$ cat src/rtl/feeder_pkg.sv
// Shared types and default sizes for the systolic edge feeder.
// The optional stall counter is enabled with FEEDER_STALL_CNT_EN.
package feeder_pkg;

    typedef enum logic [1:0] {
        IDLE,
        STREAM,
        DRAIN,
        DONE
    } state_e;

    localparam int DEF_N  = 4;
    localparam int DEF_DW = 8;
    localparam int DEF_KW = 8;

endpackage

$ cat src/rtl/skew_delay_line.sv
// Per-lane fire/data delay of DEPTH cycles with async clear.
// DEPTH=0 passes the lane-0 stage register straight through.
module skew_delay_line #(
    parameter int DEPTH = 1,
    parameter int DW    = 8
) (
    input  logic          clk,
    input  logic          rstn,
    input  logic          fire_i,
    input  logic [DW-1:0] data_i,
    output logic          fire_o,
    output logic [DW-1:0] data_o
);

    if (DEPTH == 0) begin : g_pass
        logic unused_clk;
        assign unused_clk = clk ^ rstn;
        assign fire_o = fire_i;
        assign data_o = data_i;
    end else begin : g_shift
        logic [DEPTH-1:0]         fire_q;
        logic [DEPTH-1:0][DW-1:0] data_q;

        always_ff @(posedge clk or negedge rstn) begin
            if (!rstn) begin
                fire_q <= '0;
                data_q <= '0;
            end else begin
                fire_q[0] <= fire_i;
                data_q[0] <= data_i;
                for (int k = 1; k < DEPTH; k++) begin
                    fire_q[k] <= fire_q[k-1];
                    data_q[k] <= data_q[k-1];
                end
            end
        end

        assign fire_o = fire_q[DEPTH-1];
        assign data_o = data_q[DEPTH-1];
    end

endmodule

$ cat src/rtl/systolic_feeder.sv
// Streams K-deep operand columns onto N PE lanes with a diagonal skew.
// Define FEEDER_STALL_CNT_EN to add the stall_cnt output.
module systolic_feeder
    import feeder_pkg::*;
#(
    parameter int N  = DEF_N,
    parameter int DW = DEF_DW,
    parameter int KW = DEF_KW
) (
    input  logic            clk,
    input  logic            rstn,
    input  logic            start,
    input  logic [KW-1:0]   k_len,
    input  logic            s_valid,
    output logic            s_ready,
    input  logic [N*DW-1:0] s_data,
    output logic [N-1:0]    out_fire,
    output logic [N*DW-1:0] out_data,
    output logic            busy,
`ifdef FEEDER_STALL_CNT_EN
    output logic [15:0]     stall_cnt,
`endif
    output logic            done
);

    localparam int CW = (N > 1) ? $clog2(N) : 1;
    localparam logic [CW-1:0] DRAIN_LAST = CW'((N > 1) ? N - 2 : 0);

    state_e state_q, state_d;
    logic [KW-1:0] klen_q, klen_d;
    logic [KW-1:0] beat_q, beat_d;
    logic [CW-1:0] drain_q, drain_d;

    logic            fire0_q;
    logic [N*DW-1:0] data0_q;
    logic            accept;

    assign s_ready = (state_q == STREAM);
    assign accept  = s_ready && s_valid;
    assign busy    = (state_q != IDLE);
    assign done    = (state_q == DONE);

    always_ff @(posedge clk or negedge rstn) begin
        if (!rstn) begin
            state_q <= IDLE;
            klen_q  <= '0;
            beat_q  <= '0;
            drain_q <= '0;
        end else begin
            state_q <= state_d;
            klen_q  <= klen_d;
            beat_q  <= beat_d;
            drain_q <= drain_d;
        end
    end

    always_comb begin
        state_d = state_q;
        klen_d  = klen_q;
        beat_d  = beat_q;
        drain_d = drain_q;
        unique case (state_q)
            IDLE: begin
                if (start) begin
                    klen_d  = k_len;
                    beat_d  = '0;
                    state_d = (k_len != '0) ? STREAM : DONE;
                end
            end
            STREAM: begin
                if (accept) begin
                    beat_d = beat_q + 1'b1;
                    if (beat_q == klen_q - 1'b1) begin
                        drain_d = '0;
                        state_d = (N > 1) ? DRAIN : DONE;
                    end
                end
            end
            DRAIN: begin
                drain_d = drain_q + 1'b1;
                if (drain_q == DRAIN_LAST) state_d = DONE;
            end
            DONE: state_d = IDLE;
            default: state_d = IDLE;
        endcase
    end

    // Stage register shared by every lane; data holds across bubbles.
    always_ff @(posedge clk or negedge rstn) begin
        if (!rstn) begin
            fire0_q <= 1'b0;
            data0_q <= '0;
        end else begin
            fire0_q <= accept;
            if (accept) data0_q <= s_data;
        end
    end

    for (genvar i = 0; i < N; i++) begin : g_lane
        skew_delay_line #(
            .DEPTH (i),
            .DW    (DW)
        ) u_skew (
            .clk    (clk),
            .rstn   (rstn),
            .fire_i (fire0_q),
            .data_i (data0_q[i*DW +: DW]),
            .fire_o (out_fire[i]),
            .data_o (out_data[i*DW +: DW])
        );
    end

`ifdef FEEDER_STALL_CNT_EN
    logic [15:0] stall_q;

    always_ff @(posedge clk or negedge rstn) begin
        if (!rstn) begin
            stall_q <= '0;
        end else if (state_q == IDLE && start) begin
            stall_q <= '0;
        end else if (state_q == STREAM && !s_valid && stall_q != 16'hFFFF) begin
            stall_q <= stall_q + 16'd1;
        end
    end

    assign stall_cnt = stall_q;
`endif

endmodule

$ cat config.mk
export PLATFORM = sky130hd
export DESIGN_NAME = systolic_feeder
export DESIGN_NICKNAME = d
export VERILOG_FILES = /design/src/rtl/feeder_pkg.sv /design/src/rtl/skew_delay_line.sv /design/src/rtl/systolic_feeder.sv
export SDC_FILE = /design/constraint.sdc
export NUM_CORES = 1
export LEC_CHECK = 0
export ABC_AREA = 1
export BUFFER_PORTS_ARGS = -buffer_cell sky130_fd_sc_hd__buf_2
export CAP_MARGIN = 10
export CORE_MARGIN = 2
export CORE_UTILIZATION = 58
export CTS_BUF_LIST = sky130_fd_sc_hd__clkbuf_8
export CTS_CLUSTER_SIZE = 20
export DETAILED_ROUTE_END_ITERATION = 12
export GPL_ROUTABILITY_DRIVEN = 0
export PLACE_DENSITY_LB_ADDON = 0.12
export SYNTH_ARGS = -nofsm -noshare
export SYNTH_HDL_FRONTEND = slang
export SYNTH_HIERARCHICAL = 1
export SYNTH_SLANG_ARGS = --single-unit
export TNS_END_PERCENT = 50
$ cat constraint.sdc
create_clock -name clk -period 2.4 [get_ports clk]
set_input_delay 0.24 -clock clk [delete_from_list [all_inputs] [get_ports clk]]
set_output_delay 0.24 -clock clk [all_outputs]
set_load 0.02 [all_outputs]
==> metrics.md, run 1 <==
| Metric | Value |
|---|---|
| Outcome | `finished, final reports clean` |
| CTS tree | `built` |
| Share of layout cells above drive strength 1 | `0.257` |
| Pin count of the biggest net entering global routing | `46` |
| Most area-hungry cell type in the Yosys netlist | `dfrtp_1` |
| F_max | `535 MHz` |
| Port bufs | `82` |
| Clock transition at the registers of the reported paths | `0.10 ns` |
| GRT overflow | `0` |
| Clk_lat worst skew | `0.36 ns` |
| # Post-CTS Setup Buffers | `0` |
| Setup Skew | `0.0106 ns` |
| Yosys reg bits | `107` |
| CP arrival | `2.11 ns` |
| Synth async-reset ratio | `1.00` |
| Average routed wire per standard cell | `11.8 um` |
| Tot Pwr | `6.00 mW` |
| Worst slew margin | `0.634` |
| Largest family of logic cells by synthesized area | `simple AND/OR/NAND/NOR gates` |
| First-pass GRT wire length | `11700 um` |
| Fin crit share | `0.779` |
| XOR/XNOR Fraction of Synth Area | `0.00426` |
| Gr usage total | `0.202` |
| DR DRC count | `0` |
| Die width | `88.2 um` |
| Register area share after synthesis | `0.651` |
| WP data required | `2.64 ns` |
| CTS sink cnt | `107` |
| Via count | `2713` |
| Max IR drop VDD | `0.000608 V` |
| MaxCap Viol Count | `0` |
| Setup Viol. Count Final | `0` |
| Initial antenna violation count | `0` |
| Simple-Gate Fraction of Synth Area | `0.214` |
| Critical path capture point type | `flip-flop` |
| Fillers | `561` |
| Hold_buf cts | `1` |
| Post-DP HPWL | `4840 um` |
| Vias/cell | `4.69` |
| Synth Flop Type | `dfrtp_1` |
| Initial core utilization | `0.602` |
| Core ar. | `6830 sq um` |
| H-tree levels | `3` |
| Worst Max-Slew Pin Slew | `0.550 ns` |
| DRT Pass-1 Iters | `4` |
| Fin crit period | `1.87 ns` |
| Multiplexer share of the synthesized area | `0` |
| Final TNS setup | `0 ns` |
| Compound-cell area share of the yosys netlist | `0.0255` |
| Worst hold slack | `0.0653 ns` |
| Syn Inst Count | `410` |
| PostCTS Resize Cnt | `0` |
| CP Launch Type | `flip-flop` |
| Die height | `88.2 um` |
| Pwr/cell area | `1280 nW/um^2` |
| RSZ-0062 raised after global routing | `no` |
| Synth cell count leaders | `nand2_1 (150), dfrtp_1 (107), buf_4 (25), inv_1 (25), nor2_1 (21)` |
| Yosys cell types | `25` |
| 1st-iter DRT viols | `56` |
| Post-Syn Nets | `462` |
| Crit-path max FO | `7` |
| Num ports | `83` |
| Area Overhead vs Synth | `14.2%` |
| Avg Cell Area, Syn | `10.0 sq um` |
| Fin nets | `529` |
| Post-Syn Area | `4120 sq um` |
| Most common cell in the netlist | `nand2_1` |
| Share of the synthesized area in the top cell type | `0.651` |
| Vias in the first global route | `2606` |
| CP Class | `reg -> reg` |
| EDFF count, synth | `0` |
| Leakage | `2.58 nW` |
| Largest cells by area after synthesis | `dfrtp_1 (65%), nand2_1 (14%), buf_4 (4.6%)` |
| Final hold vios | `0` |
| Worst hold path type | `in -> reg` |
| Die area | `7780 sq um` |
| Yosys Warn Count | `6` |
| Final wirelength | `6830 um` |
| CTS Buf Count | `9` |
| Number of routed nets with antenna violations | `0` |
| Layout Utilization | `0.688` |
| Longest Clk Path Bufs | `2` |
| Row count | `30` |
| # diodes | `0` |
| Clock root buffer | `clkbuf_8` |
| Post-Synth Adder-Cell Area | `0.0243` |
| Max-slew violation count | `0` |
==> layer usage <==
layer  GRT usage  wire length, um  vias to the layer above
met5           0                0                        -
met4      0.0620               93                        0
met3      0.0765              341                        8
met2       0.314             3310                       58
met1       0.267             3080                     1273
li1            -                -                     1374
==> power breakdown <==
group	switching, mW	internal [mW]	leakage, nW
Sequential	0.349	2.55	1.35
Combinational	1.29	0.687	1.12
Clock	0.591	0.522	0.111
==> state kept, by name, indices dropped and copies added (netlist names) <==
name                          flops
g_lane.u_skew/g_shift.fire_q      5
g_lane.u_skew/data_o             24
klen_q                            8
state_q                           2
drain_q                           2
data0_q                          32
fire0_q                           1
beat_q                            8
g_lane.u_skew/g_shift.data_q     24
g_lane.u_skew/fire_o              1
==> area by class of cell <==
type	count	area [sq um]	share of cell area
Clock buffer	10	138	0.0293
Clock inverter	6	72.6	0.0154
Inverter	31	116	0.0248
Multi-Input combinational cell	240	1100	0.235
Sequential cell	107	2680	0.570
Tap cell	96	120	0.0256
Timing Repair Buffer	88	473	0.101
==> worst max-delay path, stage by stage, from the launching register on <==
cell and delay, ns:
dfrtp_1 0.40, inv_1 0.09, ha_1 0.28, nand2_1 0.16, o211ai_2 0.13, nor3_2 0.22, nand3_1 0.18, nor3_1 0.20
nor3_1 0.07
==> kinds of logic after synthesis <==
kind of cell,after synthesis
AOI/OAI and AO/OA,18
xor gates and xnor gates,2
adders and majority gates,8
buffers and inverters,63
DFF,107
and+or+nand+nor,212
==> worst paths after layout <==
check                                                             start                                      endpoint  slack (ns)  cells after the start
min                                                           s_data[7]                        data0_q[7]$_DFFE_PN0P_        0.07                      3
min reg2reg                g_lane[3].u_skew/g_shift.data_q[9]$_DFF_PN0_          g_lane[3].u_skew/data_o[1]$_DFF_PN0_        0.35                      0
max                                              state_q[1]$_DFFE_PN0P_                         beat_q[7]$_DFFE_PN0P_        0.53                      8
min in group asynchronous                                          rstn  g_lane[2].u_skew/g_shift.data_q[4]$_DFF_PN0_        0.40                      2
max in group asynchronous                                          rstn                         klen_q[1]$_DFFE_PN0P_        1.33                      3
max reg2reg                                      state_q[1]$_DFFE_PN0P_                         beat_q[7]$_DFFE_PN0P_        0.53                      8
==> stage by stage <==
stage	area, sq um	setup WS, ns	instances
after detailed placement	4480	0.574	561
after global routing	4700	0.339	578
after CTS	4700	0.550	578
after floorplan	4120	0.716	410
after global placement	4480	0.658	561
final	4700	0.530	578
==> placed cells by master (no fill, tap or decap) <==
cell,count
nor2_2,5
xnor2_1,2
ha_1,8
clkinv_8,1
nor3_2,1
dlygate4sd3_1,1
inv_6,2
nand3_1,18
buf_4,5
o211a_1,1
o21ai_0,3
nor3_1,5
buf_2,81
bufinv_16,1
dfrtp_1,107
inv_2,5
o21ai_1,1
clkinv_1,1
nand3_2,2
buf_12,1
o21a_1,1
a21oi_1,11
clkbuf_8,10
or2_2,1
nand2_1,150
nand2_2,7
nor2_1,21
inv_1,26
nor4_1,2
o211ai_2,1
clkinv_2,1
Power figures use the tool's default switching activity.
==> run 2, diff against run 1 <==
--- a/config.mk
+++ b/config.mk
@@ -9,7 +9,7 @@
 export BUFFER_PORTS_ARGS = -buffer_cell sky130_fd_sc_hd__buf_2
 export CAP_MARGIN = 10
 export CORE_MARGIN = 2
-export CORE_UTILIZATION = 58
+export CORE_UTILIZATION = 51
 export CTS_BUF_LIST = sky130_fd_sc_hd__clkbuf_8
 export CTS_CLUSTER_SIZE = 20
 export DETAILED_ROUTE_END_ITERATION = 12
==> constraint.sdc (replaced) <==
create_clock -name clk -period 1.7 [get_ports clk]
set_input_delay 0.17 -clock clk [delete_from_list [all_inputs] [get_ports clk]]
set_output_delay 0.17 -clock clk [all_outputs]
set_load 0.02 [all_outputs]
==> run 2 against run 1 <==
  * Combinational power increased by 63%
  * Final cell count increased by 8.5%
  * Register-to-register slack got worse by 0.51 ns
  * Global-route usage decreased by 0.92 points
  * Critical path type unchanged
  * Utilization decreased by 2.5 points
==> metrics.md, run 2 (synthesis results as in run 1) <==
| Metric | Value |
|---|---|
| Number of routed nets with antenna violations | `0` |
| Average routed wire per standard cell | `12.4 um` |
| CTS Buf Count | `9` |
| RR Startpoint | `klen_q[0]$_DFFE_PN0P_` |
| Pint | `5.46 mW` |
| Vias/cell | `4.67` |
| Clock Power Share | `0.173` |
| CP Class | `reg -> reg` |
| H-tree levels | `3` |
| NetSw | `3.35 mW` |
| Die area | `8800 sq um` |
| Num ports | `83` |
| WP data required | `1.96 ns` |
| Clock root buffer | `clkbuf_8` |
| Via count | `2927` |
| Largest register FFs | `32` |
| Clk_lat worst skew | `0.36 ns` |
| Sequential power share | `0.462` |
| Longest Clk Path Bufs | `2` |
| Comb pwr share | `0.365` |
| CP Launch Type | `flip-flop` |
| Commonest cells after routing, fill and taps aside | `nand2_1 (147), dfrtp_1 (107), buf_2 (81), dlygate4sd3_1 (29), inv_1 (24)` |
| Reg with most FFs | `data0_q` |
| Post-DP HPWL | `5110 um` |
| Clock transition at the registers of the reported paths | `0.11 ns` |
| Core ar. | `7770 sq um` |
| Reg2reg setup slack | `0.02 ns` |
| Worst Reg-to-Reg Cells | `13` |
| Pwr/cell area | `1710 nW/um^2` |
| Leakage | `2.76 nW` |
| Post-place setup slack | `-0.00739 ns` |
| Final worst slack | `0.0183 ns` |
| R2r endpoint | `drain_q[1]$_DFFE_PN0P_` |
| Setup Skew | `0.0144 ns` |
| Area Overhead vs Synth | `25.1%` |
| Sw Ratio | `0.380` |
| RSZ-0062 raised after global routing | `yes` |
| Critical Path End | `drain_q[1]$_DFFE_PN0P_` |
| Met2 wire length | `3710 um` |
| Row count | `32` |
| Die height | `93.8 um` |
| CTS sink cnt | `107` |
| First-pass GRT wire length | `13300 um` |
| Setup Viol. Count Final | `0` |
| CP arrival | `1.94 ns` |
| Met1 WL | `3400 um` |
| Final wirelength | `7750 um` |
| Fin crit share | `0.989` |
| DR DRC count | `0` |
| 1st-iter DRT viols | `114` |
| Pin count of the biggest net entering global routing | `43` |
| Crit path launch | `klen_q[0]$_DFFE_PN0P_` |
| Share of layout cells above drive strength 1 | `0.286` |
| Initial antenna violation count | `0` |
| Vias in the first global route | `2926` |
| Worst Max-Slew Pin Slew | `0.406 ns` |
| Crit-path max FO | `6` |
| Die width | `93.8 um` |
| Met3 Routed Length | `456 um` |
| F_max | `595 MHz` |
| Final hold vios | `0` |
| Max-slew violation count | `0` |
| Worst hold path type | `in -> reg` |
| Worst slew margin | `0.729` |
| DRT Pass-1 Iters | `4` |
| Initial core utilization | `0.530` |
| Max IR drop VDD | `0.000884 V` |
| GRT overflow | `0` |
| Port bufs | `82` |
| Fin crit period | `1.68 ns` |
| CTS tree | `built` |
| # diodes | `0` |
| Max Used Layer | `met4` |
| Critical path capture point type | `flip-flop` |
| MaxCap Viol Count | `0` |
| Fin nets | `572` |
| Worst hold slack | `0.0110 ns` |
| Most common cell after layout, fill and taps aside | `nand2_1` |
| Gr usage total | `0.193` |
| Outcome | `finished, final reports clean` |
run 2: cell types whose count changed in the layout (fill, tap and decap cells not counted), moves of 2 or more:
| cell | delta |
|---|---|
| clkinvlp_4 | +2 |
| nor3_1 | -2 |
| nand2_1 | -3 |
| nor3_2 | +2 |
| buf_4 | +13 |
| nand2_2 | +3 |
| inv_2 | +2 |
| inv_8 | +2 |
| inv_1 | -2 |
| ha_1 | -2 |
| dlygate4sd3_1 | +28 |
run 2: per-stage QoR:
| step | instances | power, mW | area [sq um] | TNS (ns) | util |
|---|---|---|---|---|---|
| 2_1_floorplan | 410 | 6.39 | 4120 | 0 | - |
| 3_3_place_gp | 578 | 7.06 | 4580 | 0 | 0.590 |
| 3_5_place_dp | 578 | 7.16 | 4580 | -0.00739 | 0.590 |
| 4_1_cts | 626 | 8.83 | 5110 | -0.00744 | 0.658 |
| 5_1_grt | 627 | 9.46 | 5150 | -0.692 | 0.663 |
| 6_report | 627 | 8.81 | 5150 | 0 | 0.663 |
run 2: timing repair:
action	4_1_cts	5_1_grt
pin swaps	4	7
endpoints found under the hold margin	57	0
buffers inserted	3	1
hold buffers	29	0
setup endpoints to repair	5	37
resized for setup	4	9
run 2: final cells by class:
cell class                 instances  area, sq um
inverter                          31          116
sequential                       107         2680
multi-input combinational        240         1150
timing repair buffer             131          882
tap                              102          128
clock buffer                      10          138
fill                             613         2620
clock inverter                     6         62.6
run 2: routing by layer:
metal | track usage | vias up
li1 | - | 1458
met1 | 0.254 | 1366
met2 | 0.302 | 85
met3 | 0.0554 | 18
met4 | 0.0773 | 0
met5 | 0 | -
run 2: power by group through the flow:
| stage | combinational, mW | clock (mW) | sequential, mW |
|---|---|---|---|
| 3_3_place_gp | 2.97 | 0 | 4.09 |
| 5_1_grt | 3.59 | 1.67 | 4.20 |
| 3_5_place_dp | 3.04 | 0 | 4.12 |
| 2_1_floorplan | 2.23 | 0 | 4.17 |
| 4_1_cts | 3.18 | 1.57 | 4.08 |
| 6_report | 3.22 | 1.52 | 4.07 |
run 2: worst max-delay path, cell delays in order, from the launching register on:
cell and delay (ns):
dfrtp_1 0.41, inv_2 0.09, ha_4 0.16, nand2_2 0.07, nor2_2 0.11, nand3_1 0.11, nand3_1 0.08, nand2_1 0.06
nor2_1 0.09, nand2_1 0.09, nand2_2 0.13, nand2_2 0.07, nand2_1 0.05, nand2_1 0.05
run 2: worst min path at each step:
stage	endpoint	cells past startpoint	slack, ns	startpoint
finish	data0_q[22]$_DFFE_PN0P_	3	0.01	s_data[22]
global route	data0_q[10]$_DFFE_PN0P_	3	0.0009	s_data[10]
CTS	data0_q[22]$_DFFE_PN0P_	3	0.0007	s_data[22]
detailed placement	g_lane[2].u_skew/data_o[7]$_DFF_PN0_	1	0.13	rstn
global placement	g_lane[2].u_skew/data_o[0]$_DFF_PN0_	1	0.13	rstn
floorplan	beat_q[0]$_DFFE_PN0P_	0	-0.13	rstn
==> run 3, diff against run 2 <==
--- a/config.mk
+++ b/config.mk
@@ -6,11 +6,12 @@
 export NUM_CORES = 1
 export LEC_CHECK = 0
 export ABC_AREA = 1
-export BUFFER_PORTS_ARGS = -buffer_cell sky130_fd_sc_hd__buf_2
+export BUFFER_PORTS_ARGS = -buffer_cell sky130_fd_sc_hd__buf_4
 export CAP_MARGIN = 10
-export CORE_MARGIN = 2
+export CORE_MARGIN = 3
 export CORE_UTILIZATION = 51
 export CTS_BUF_LIST = sky130_fd_sc_hd__clkbuf_8
+export CTS_CLUSTER_DIAMETER = 30
 export CTS_CLUSTER_SIZE = 20
 export DETAILED_ROUTE_END_ITERATION = 12
 export GPL_ROUTABILITY_DRIVEN = 0
==> run 3 against run 2 <==
  * Total power is 3.6% higher
  * Hold slack is essentially flat
  * Count of clock-buffer cells in the layout did not move
  * Sequential power up 1%
  * Largest cell class unchanged
==> metrics.md, run 3 (synthesis results as in run 1) <==
| Metric | Value |
|---|---|
| Outcome | `finished, final reports clean` |
| Leakage | `2.79 nW` |
| Clock transition at the registers of the reported paths | `0.11 ns` |
| MaxCap Viol Count | `0` |
| Vias/cell | `4.76` |
| Number of routed nets with antenna violations | `0` |
| Critical path capture point type | `flip-flop` |
| Post-DP HPWL | `5480 um` |
| Worst slew margin | `0.743` |
| Largest register FFs | `32` |
| Fin crit share | `0.985` |
| H-tree levels | `3` |
| Initial core utilization | `0.530` |
| Area Overhead vs Synth | `28.9%` |
| Max-slew violation count | `0` |
| Final hold vios | `0` |
| CTS Buf Count | `9` |
| Longest Clk Path Bufs | `2` |
| Num ports | `83` |
| CP Class | `reg -> reg` |
| Die area | `9180 sq um` |
| Core ar. | `7770 sq um` |
| R2r endpoint | `drain_q[1]$_DFFE_PN0P_` |
| Hold_sp | `s_data[9]` |
| Fin nets | `567` |
| Clk_lat worst skew | `0.36 ns` |
| Crit-path max FO | `6` |
| Reg2reg setup slack | `0.03 ns` |
| Most common cell after layout, fill and taps aside | `nand2_1` |
| Post-place setup slack | `-0.0373 ns` |
| Die height | `95.8 um` |
| CTS tree | `built` |
| RSZ-0062 raised after global routing | `yes` |
| Crit path launch | `klen_q[0]$_DFFE_PN0P_` |
| First-pass GRT wire length | `13400 um` |
| Worst hold path type | `in -> reg` |
| Final instance count without filler cells | `622` |
| Port bufs | `82` |
| RR Startpoint | `klen_q[0]$_DFFE_PN0P_` |
| Final worst slack | `0.0261 ns` |
| Dpl cells | `577` |
| Worst Reg-to-Reg Cells | `15` |
| CP arrival | `1.94 ns` |
| WP data required | `1.96 ns` |
| F_max | `597 MHz` |
| 1st-iter DRT viols | `80` |
| Die width | `95.8 um` |
| Share of layout cells above drive strength 1 | `0.283` |
| Pin count of the biggest net entering global routing | `44` |
| Hold Path Depth | `3` |
| Max IR drop VDD | `0.00102 V` |
| Row count | `32` |
| # diodes | `0` |
| Critical Path End | `drain_q[1]$_DFFE_PN0P_` |
| Clock root buffer | `clkbuf_8` |
| CTS sink cnt | `107` |
| DRT Pass-1 Iters | `6` |
| Commonest cells after routing, fill and taps aside | `nand2_1 (148), dfrtp_1 (107), buf_4 (100), dlygate4sd3_1 (24), inv_1 (23)` |
| Final TNS setup | `0 ns` |
| Average routed wire per standard cell | `13.0 um` |
| Initial antenna violation count | `0` |
| Vias in the first global route | `2945` |
| GRT overflow | `0` |
| Fin crit period | `1.67 ns` |
| Final wirelength | `8110 um` |
| Gr usage total | `0.191` |
| Setup Viol. Count Final | `0` |
| Via count | `2958` |
| Worst Max-Slew Pin Slew | `0.385 ns` |
| Fillers | `619` |
| Pwr/cell area | `1720 nW/um^2` |
| CP Launch Type | `flip-flop` |
| DR DRC count | `0` |
| Reg with most FFs | `data0_q` |
| Setup Skew | `0.0100 ns` |
run 3: layout make-up:
class	count	area [sq um]	area share
Clock buffer	10	138	0.0260
Clock inverter	6	67.6	0.0127
Inverter	31	116	0.0219
Multi-Input combinational cell	240	1140	0.216
Sequential cell	107	2680	0.505
Tap cell	102	128	0.0241
Timing Repair Buffer	126	1030	0.194
run 3: where the power goes:
part | switching [mW] | internal [mW] | leakage, nW
clock | 0.896 | 0.613 | 0.0966
sequential | 0.511 | 3.60 | 1.35
combinational | 2.00 | 1.50 | 1.35
total | 3.41 | 5.72 | 2.79
run 3: through the flow:
step | util | total power [mW] | instance area [sq um] | hold WS [ns]
after floorplan | - | 6.39 | 4120 | -0.126
after global placement | 0.615 | 7.32 | 4780 | 0.106
after detailed placement | 0.615 | 7.47 | 4780 | 0.121
after CTS | 0.675 | 9.14 | 5250 | 0.0000321
after global routing | 0.683 | 9.81 | 5300 | 0.00548
final | 0.683 | 9.13 | 5300 | 0.0110
run 3: timing repair:
action / in CTS / in global routing
gates resized for setup: 5 / 5
setup endpoints to repair: 6 / 6
setup buffers: 4 / 1
hold buffers: 21 / 3
hold endpoints to repair: 46 / 3
pin swaps: 3 / 10
run 3: worst max-delay path: stages (launching register included):
cell and delay, ns:
dfrtp_1 0.37, inv_2 0.06, ha_4 0.27, inv_2 0.03, nand2_1 0.05, nand2_1 0.06, nor2_1 0.09, nand2_1 0.06
nor2_2 0.08, nand2_1 0.06, nor2_1 0.10, nand2_1 0.10, nand2_4 0.11, nand2_2 0.06, nand2_1 0.05, nand2_1 0.04
run 3: layer usage:
metal,vias up,routed length (um),part of all wire,track usage
met5,-,0,0,0
met4,0,127,0.016,0.0723
met3,11,475,0.059,0.0532
met2,76,4170,0.51,0.320
met1,1423,3340,0.41,0.236
li1,1448,-,-,-
run 3: worst min path at each step:
stage                                                      end  slack (ns)
after floorplan                          beat_q[0]$_DFFE_PN0P_       -0.13
after global placement    g_lane[2].u_skew/data_o[3]$_DFF_PN0_        0.11
after detailed placement  g_lane[2].u_skew/data_o[1]$_DFF_PN0_        0.12
after CTS                               data0_q[9]$_DFFE_PN0P_     0.00003
after global routing                   data0_q[19]$_DFFE_PN0P_       0.005
final                                   data0_q[9]$_DFFE_PN0P_        0.01
